File: src/rtl/mem_port_arbiter_pkg.sv
// mem_port_arbiter_pkg: shared owner encoding and pipeline constants for the memory port arbiter
package mem_port_arbiter_pkg;
    typedef enum logic {OWN_IF = 1'b0, OWN_MEM = 1'b1} owner_e;
    localparam logic [31:0] NOP_INSTR = 32'h0000_0013;
endpackage

File: src/rtl/mem_port_arbiter_fetch_buffer.sv
// mem_port_arbiter_fetch_buffer: one-entry hold for a fetched word while the pipeline is frozen
module mem_port_arbiter_fetch_buffer #(
    parameter int XLEN = 32
) (
    input  logic            clk,
    input  logic            rst,
    input  logic            load_i,
    input  logic            drain_i,
    input  logic            clear_i,
    input  logic [XLEN-1:0] data_i,
    output logic            valid_o,
    output logic [XLEN-1:0] data_o
);
    logic            valid_q, valid_d;
    logic [XLEN-1:0] data_q, data_d;

    always_comb begin
        valid_d = clear_i ? 1'b0 : load_i ? 1'b1 : drain_i ? 1'b0 : valid_q;
        data_d  = load_i ? data_i : data_q;
    end

    always_ff @(posedge clk or posedge rst) begin
        if (rst) begin
            valid_q <= 1'b0;
            data_q  <= '0;
        end else begin
            valid_q <= valid_d;
            data_q  <= data_d;
        end
    end

    assign valid_o = valid_q;
    assign data_o  = data_q;
endmodule

File: src/rtl/mem_port_arbiter.sv
// mem_port_arbiter: shares one fixed-latency memory port between instruction fetch and load/store
module mem_port_arbiter
    import mem_port_arbiter_pkg::*;
#(
    parameter int XLEN       = 32,
    parameter int MEM_LAT    = 1,
    parameter int STARVE_LIM = 4
) (
    input  logic            clk,
    input  logic            rst,
    input  logic            if_req,
    input  logic [XLEN-1:0] if_addr,
    input  logic            mem_req,
    input  logic            mem_we,
    input  logic [XLEN-1:0] mem_addr,
    input  logic [XLEN-1:0] mem_wdata,
    input  logic [3:0]      mem_wmask,
    input  logic            flush,
    output logic            if_gnt,
    output logic            mem_gnt,
    output logic            mem_rvalid,
    output logic [XLEN-1:0] mem_rdata,
    output logic [XLEN-1:0] instr_IFID,
    output logic            IFID_write,
    output logic            PC_stall,
    output logic            pipe_stall,
    output logic            m_en,
    output logic            m_we,
    output logic [XLEN-1:0] m_addr,
    output logic [XLEN-1:0] m_wdata,
    output logic [3:0]      m_wmask,
    input  logic [XLEN-1:0] m_rdata
);
    localparam int LW = $clog2(MEM_LAT + 1);
    localparam int SW = $clog2(STARVE_LIM + 1);

    logic          busy_q, busy_d, drop_q, drop_d;
    owner_e        owner_q, owner_d;
    logic [LW-1:0] lat_q, lat_d;
    logic [SW-1:0] starve_q, starve_d;

    logic            done, free, if_done, if_take, fb_load, fb_drain;
    logic            if_elig, mem_want, force_if, fb_valid;
    logic [XLEN-1:0] fb_data;

    always_comb begin
        done       = busy_q && (lat_q == LW'(MEM_LAT - 1));
        free       = !busy_q || done;
        if_done    = done && owner_q == OWN_IF;
        mem_rvalid = done && owner_q == OWN_MEM;
        mem_rdata  = mem_rvalid ? m_rdata : '0;
        pipe_stall = mem_req && !mem_rvalid;
        // a flushed or dropped completion is wrong-path and never reaches IF/ID
        if_take    = if_done && !drop_q && !flush;
        fb_load    = if_take && pipe_stall;
        fb_drain   = fb_valid && !pipe_stall && !flush;
        // a word about to be buffered blocks the next fetch, so the buffer never overflows
        if_elig    = if_req && !fb_valid && !fb_load && !flush;
        mem_want   = mem_req && !(busy_q && owner_q == OWN_MEM);
        force_if   = if_elig && starve_q == SW'(STARVE_LIM);
        mem_gnt    = !rst && free && mem_want && !force_if;
        if_gnt     = !rst && free && if_elig && !mem_gnt;
        IFID_write = fb_drain || (if_take && !pipe_stall && !fb_valid);
        instr_IFID = fb_drain ? fb_data : IFID_write ? m_rdata : '0;
        PC_stall   = !IFID_write;
        m_en       = mem_gnt || if_gnt;
        m_we       = mem_gnt && mem_we;
        m_addr     = mem_gnt ? mem_addr : if_gnt ? if_addr : '0;
        m_wdata    = mem_gnt ? mem_wdata : '0;
        m_wmask    = mem_gnt ? mem_wmask : '0;
        busy_d     = m_en || (busy_q && !done);
        owner_d    = m_en ? (mem_gnt ? OWN_MEM : OWN_IF) : owner_q;
        lat_d      = (busy_q && !done && !m_en) ? lat_q + 1'b1 : '0;
        drop_d     = (flush && busy_q && owner_q == OWN_IF && !done) || (drop_q && !if_done);
        starve_d   = (if_gnt || !if_elig) ? '0 :
                     (mem_gnt && starve_q != SW'(STARVE_LIM)) ? starve_q + 1'b1 : starve_q;
    end

    always_ff @(posedge clk or posedge rst) begin
        if (rst) begin
            busy_q   <= 1'b0;
            owner_q  <= OWN_IF;
            lat_q    <= '0;
            drop_q   <= 1'b0;
            starve_q <= '0;
        end else begin
            busy_q   <= busy_d;
            owner_q  <= owner_d;
            lat_q    <= lat_d;
            drop_q   <= drop_d;
            starve_q <= starve_d;
        end
    end

    mem_port_arbiter_fetch_buffer #(.XLEN(XLEN)) u_fb (
        .clk     (clk),
        .rst     (rst),
        .load_i  (fb_load),
        .drain_i (fb_drain),
        .clear_i (flush),
        .data_i  (m_rdata),
        .valid_o (fb_valid),
        .data_o  (fb_data)
    );
endmodule

File: config.mk
export PLATFORM = sky130hd
export DESIGN_NAME = mem_port_arbiter
export DESIGN_NICKNAME = d
export VERILOG_FILES = /design/src/rtl/mem_port_arbiter_pkg.sv /design/src/rtl/mem_port_arbiter_fetch_buffer.sv /design/src/rtl/mem_port_arbiter.sv
export SDC_FILE = /design/constraint.sdc
export NUM_CORES = 1
export LEC_CHECK = 0
export CORE_AREA = 2 2 109 111
export CTS_CLUSTER_SIZE = 10
export DETAILED_ROUTE_END_ITERATION = 6
export DIE_AREA = 0 0 111 113
export GPL_ROUTABILITY_DRIVEN = 0
export PLACE_DENSITY = 0.71
export SYNTH_ARGS = -nofsm -noshare
export SYNTH_HDL_FRONTEND = slang
export SYNTH_HIERARCHICAL = 1
export SYNTH_SLANG_ARGS = --single-unit
File: constraint.sdc
create_clock -name clk -period 4.6 [get_ports clk]
set_input_delay 0.46 -clock clk [delete_from_list [all_inputs] [get_ports clk]]
set_output_delay 0.46 -clock clk [all_outputs]
set_load 0.05 [all_outputs]
# Word level (Yosys, flattened, before mapping)
# Cells that the tools add are included.
word_totals:
  register_bits: 40
  inputBits: 138
  out_inout_bits: 140
  wordCells: 81
op_classes:
  add_sub_neg: 2
  eq_ne: 2
  muxes: 14
  bitwise: 2
  reduce_logical: 54
op_table:
  columns: ["operator", "count"]
  rows:
  - ["two-way mux 32 bit", 6]
  - ["logical AND 1 bit", 30]
  - ["zero test 1 bit", 16]
  - ["logical OR 1 bit", 6]
  - ["two-way mux 3 bit", 2]
  - ["two-way mux 1 bit", 5]
  - ["two-way mux 4 bit", 1]
  - ["adder 3 x 1 -> 3 bit (second input constant)", 1]
  - ["== test 3 bit (second input constant)", 1]
  - ["inequality test 3 bit (second input constant)", 1]
  - ["nonzero test 3 bit", 1]
  - ["NOT 1 bit", 2]
  - ["nonzero test 2 bit", 1]
  - ["adder 1 bit (second input constant)", 1]

# Longest topological paths before layout
logic_depth:
  depth_word: 18
  ltp_mapped: 7

# By module
# The synthesis kept the hierarchy.
modules_own_cells:
  columns: ["mod", "n_inst", "cells_each", "area_per_inst_um2", "seq_area_each_um2"]
  rows:
  - ["mem_port_arbiter", 1, 204, 1621.6, 175.2]
  - ["mem_port_arbiter_fetch_buffer", 1, 73, 1385.1, 825.8]

# Worst setup path after synthesis
# OpenSTA, ideal clock, no wires.
synth_timing:
  path_type: "reg2out"
  startpoint: "register owner_q"
  endpoint: "output PC_stall"
  arrival_ns: 2.232
  path_slack_ns: 1.908
  path_stages_with_launch: 7
  path_buffers: 2
  path_cell_list: "dfrtp_1 and3b_1 buf_2 nor2b_2 nor3b_4 buf_2 nor2_1"
synth_between:
  elab_chain_len: 8
  word_cells_on_any_way: 14
  cone_classes: "1 x bitwise; 13 x reduce/logical"
synth_rtl:
  columns: ["item", "line", "source"]
  rows:
  - ["start: declaration", "mem_port_arbiter.sv:38", "owner_e owner_q, owner_d;"]
  - ["start signal: assignment", "mem_port_arbiter.sv:88", "owner_q <= owner_d;"]
  - ["logical AND 1 bit", "mem_port_arbiter.sv:50", "mem_rvalid = done && owner_q == OWN_MEM;"]
  - ["zero test 1 bit", "mem_port_arbiter.sv:52", "pipe_stall = mem_req && !mem_rvalid;"]
  - ["logical AND 1 bit", "mem_port_arbiter.sv:52", null]
  - ["net pipe_stall", "mem_port_arbiter.sv:26", "output logic pipe_stall,"]
  - ["zero test 1 bit", "mem_port_arbiter.sv:56", "fb_drain = fb_valid && !pipe_stall && !flush;"]
  - ["logical AND 1 bit (2 in series)", "mem_port_arbiter.sv:56", null]
  - ["net fb_drain", "mem_port_arbiter.sv:42", "logic done, free, if_done, if_take, fb_load, fb_drain;"]
  - ["logical OR 1 bit", "mem_port_arbiter.sv:63", "IFID_write = fb_drain || (if_take && !pipe_stall && !fb_valid);"]
  - ["zero test 1 bit", "mem_port_arbiter.sv:65", "PC_stall = !IFID_write;"]
  - ["end: declaration", "mem_port_arbiter.sv:25", "output logic PC_stall,"]
# The timed path passes the listed nets, and every way through them passes these cells.

# Final worst setup path
layout_timing:
  startpoint: "input mem_req"
  endpoint: "output m_addr[10]"
layout_between:
  elab_chain_len: 12
  word_cells_on_any_way: 15
  cone_classes: "2 x mux; 13 x reduce/logical"
layout_rtl:
  columns: ["item", "line", "source"]
  rows:
  - ["start: declaration", "mem_port_arbiter.sv:13", "input logic mem_req,"]
  - ["logical AND 1 bit", "mem_port_arbiter.sv:52", null]
  - ["logical AND 1 bit", "mem_port_arbiter.sv:55", "fb_load = if_take && pipe_stall;"]
  - ["zero test 1 bit", "mem_port_arbiter.sv:58", "if_elig = if_req && !fb_valid && !fb_load && !flush;"]
  - ["logical AND 1 bit (2 in series)", "mem_port_arbiter.sv:58", null]
  - ["logical AND 1 bit", "mem_port_arbiter.sv:60", "force_if = if_elig && starve_q == SW'(STARVE_LIM);"]
  - ["zero test 1 bit", "mem_port_arbiter.sv:61", "mem_gnt = !rst && free && mem_want && !force_if;"]
  - ["logical AND 1 bit", "mem_port_arbiter.sv:61", null]
  - ["zero test 1 bit", "mem_port_arbiter.sv:62", "if_gnt = !rst && free && if_elig && !mem_gnt;"]
  - ["logical AND 1 bit", "mem_port_arbiter.sv:62", null]
  - ["two-way mux 32 bit", "mem_port_arbiter.sv:68", "m_addr = mem_gnt ? mem_addr : if_gnt ? if_addr : '0;"]
  - ["two-way mux 32 bit *", "mem_port_arbiter.sv:68", null]
  - ["end: declaration", "mem_port_arbiter.sv:29", "output logic [XLEN-1:0] m_addr,"]
# Mark *: on every way between the ends. The rest lies on a longest branch, timed or not.

==> metrics.txt <==
run status=completed; Critical Path AT=3.35 ns; Mapped Cells=277; register bit total from synthesis=40; worst-margin pin slew=1.08 ns; Via density=between 4 and 5; Setup crit end=m_addr[10]; endpoint class of the critical path=output pin; CP Cell Sequence=clkdlybuf4s50_1, nand2b_2, or2_0, a21oi_4, buf_4, a22o_1, clkdlybuf4s50_1; initial antenna violation count=0; Worst-Skew Late Latency=0.28 ns; worst r2r path cells=3; mean post-synth cell area=10.9 um2; drt drc=0; Crit Path Category=in -> out; CTS tree=built; ANT cells=0; RSZ-0062 raised after global routing=false; vias in the first global route=~3.3k; crit-path most repeated cell=clkdlybuf4s50_1; GRT Overall Usage=a little under a fifth; Pre-antenna DRT Iters=7; Place WS=0.801 ns; largest net degree at the start of global routing=71; clock sinks=40; Layout Nets=683; hpwl dp=9900 um; max-cap violations=0; worst-case clock buffer depth=2; die height=113 um; CTS Root Cell=clkbuf_16; Mapped Area=approximately 3000 um2; worst reg2reg setup slack=2.35 ns; CP Launch Type=input pin; HP Class=in -> async; R2R Path End=u_fb/data_o[8]$_DFFE_PP0P_; layout cells sized above 1=12.5%; synthesized netlist net count=417; Final Cycle Share=82.8%; num rows=39; # H-tree levels=2; slowest CP cell=clkdlybuf4s50_1; critical path launch point=mem_req; peak supply drop=0.160 mV; first-pass GRT wire length=about 19,000 um; Buf/Inv on CP=3; family with the most delay on the worst path=buffers and inverters; drt wl/cell=17.8 um; Slew headroom=28.1%; Fin Setup TNS=0 ns; Final Skew=0.00958 ns; post-route cell area=5980 um2; worst r2r src=owner_q$_DFFE_PP0P_; grt total ovfl=0; port bufs=277; Core Region=11,300 um2; Reg clk slew, reported paths=0.06 ns; Power Dens Cells=approximately 280 nW/um2; Placed Area=5830 um2; Post-CTS Resized=0; Crit Path Max Fanout=70; Initial Util=26.7%; vias post-DR=3,235; cell leakage power=2.40 nW; Final Util=53.0%; final-report max-slew violation count=0; cts bufs inserted=5; final worst slack=0.793 ns; Cell variety after synth=41; Routed Antenna Nets=0; placed insts=679; Final setup viols=0; drt initial violations=170; Fin Hold WS=roughly 0.51 ns; Routed Wire Length=12,300 um; Crit path depth=7; total power=approximately 1.7 mW; # IOs=278; Achievable Freq=263 MHz; Final Hold Viols=0; post-synthesis sequential area ratio=33.3%; die area=approximately 13,000 um2; minimum clock period=3.81 ns; Syn. warnings=6; crit-path max cell delay=just over 0.8 ns; synth-to-layout area growth=98.8%; Die X=111 um; Worst Path Required=4.14 ns; Hold-fix buffers, CTS=0; Setup Buffers After CTS=0; non-filler instance count after layout=between 600 and 700
## state kept, by name (all words and copies together), names as in the netlist
register	count
busy_q	1
drop_q	1
lat_q	1
owner_q	1
starve_q	3
u_fb/data_o	32
u_fb/valid_o	1
## final cells by class
cell class              instances  area, um2
clock inverters                 3       23.8
inverters                       6       22.5
flip-flops and latches         40       1000
clock buffers                   5        125
repair buffers                284       2830
well taps                     143        179
fillers                      1005       5290
multi-input cells             206       1800
## layout by cell type, fill, tap and decap left out, types with 2 or more instances in the layout
master / n
nor2_1: 5
clkinvlp_4: 2
nand2_1: 5
and2_1: 69
dfrtp_1: 40
nand3_1: 2
inv_1: 6
mux2_4: 29
clkdlybuf4s50_1: 277
buf_4: 7
a22o_1: 56
ha_1: 2
clkbuf_16: 5
mux2_2: 3
nor3b_4: 2
nor3_4: 2
a22o_2: 8
a31oi_1: 3
## worst min path at each step
stage	from	to	slack (ns)
after detailed placement	u_fb/data_o[1]$_DFFE_PP0P_	u_fb/data_o[1]$_DFFE_PP0P_	0.49
after floorplan	rst	busy_q$_DFF_PP0_	0.28
final	rst	starve_q[0]$_DFFE_PP0P_	0.51
after global placement	drop_q$_DFF_PP0_	drop_q$_DFF_PP0_	0.48
after global routing	rst	starve_q[0]$_DFFE_PP0P_	0.53
after CTS	rst	starve_q[0]$_DFFE_PP0P_	0.51
## cells in the mapped netlist
master,n,area (um2)
nor2_1,5,18.8
buf_2,7,35.0
a22oi_1,1,7.51
buf_4,1,7.51
nand3_1,2,10.0
dfrtp_1,40,1000
clkbuf_1,6,22.5
and2_1,69,432
a31o_4,1,17.5
nand2b_1,1,6.26
nor2b_2,1,8.76
and2_2,1,7.51
inv_1,6,22.5
nor3b_4,2,37.5
conb_1,1,3.75
and3b_1,1,8.76
nor3_2,1,10.0
a22o_2,8,80.1
nor3_4,1,16.3
a21oi_2,1,8.76
a31oi_1,3,18.8
or3b_1,1,8.76
a21oi_1,1,5.00
ha_1,2,25.0
buf_6,5,56.3
mux2_4,29,435
nor3_1,1,5.00
a31o_2,1,8.76
clkbuf_2,3,15.0
mux2_2,3,33.8
or3b_2,1,8.76
mux2i_1,1,10.0
and3_1,1,6.26
or2_0,1,6.26
nand2b_2,1,8.76
o21a_1,1,7.51
or4b_1,1,10.0
nand2_1,5,18.8
or2_2,1,6.26
a22o_1,56,490
buf_12,3,60.1
## routing by layer
metal / track usage, % / wire length, um / share of wire, %
met1: 22.8 / 5170 / 42
met2: 33.0 / 6080 / 50
met3: 3.64 / 784 / 6.4
met4: 5.25 / 230 / 1.9
met5: 0 / 0 / 0
## logic make-up after synthesis
| logic type | after synthesis | share of synthesized area [%] |
|---|---|---|
| other | 1 | 0.125 |
| adders and majority gates | 2 | 0.832 |
| and+or+nand+nor | 97 | 21.1 |
| AOI/OAI and AO/OA | 73 | 21.4 |
| buffers and inverters | 31 | 7.28 |
| muxes | 33 | 15.9 |
| DFF | 40 | 33.3 |
## report_power, final
part           internal (mW)  total, mW  switching [mW]
logic                  0.404      0.777           0.373
registers              0.482      0.560          0.0783
clock network          0.202      0.343           0.141
Power figures use the tool's default switching activity.
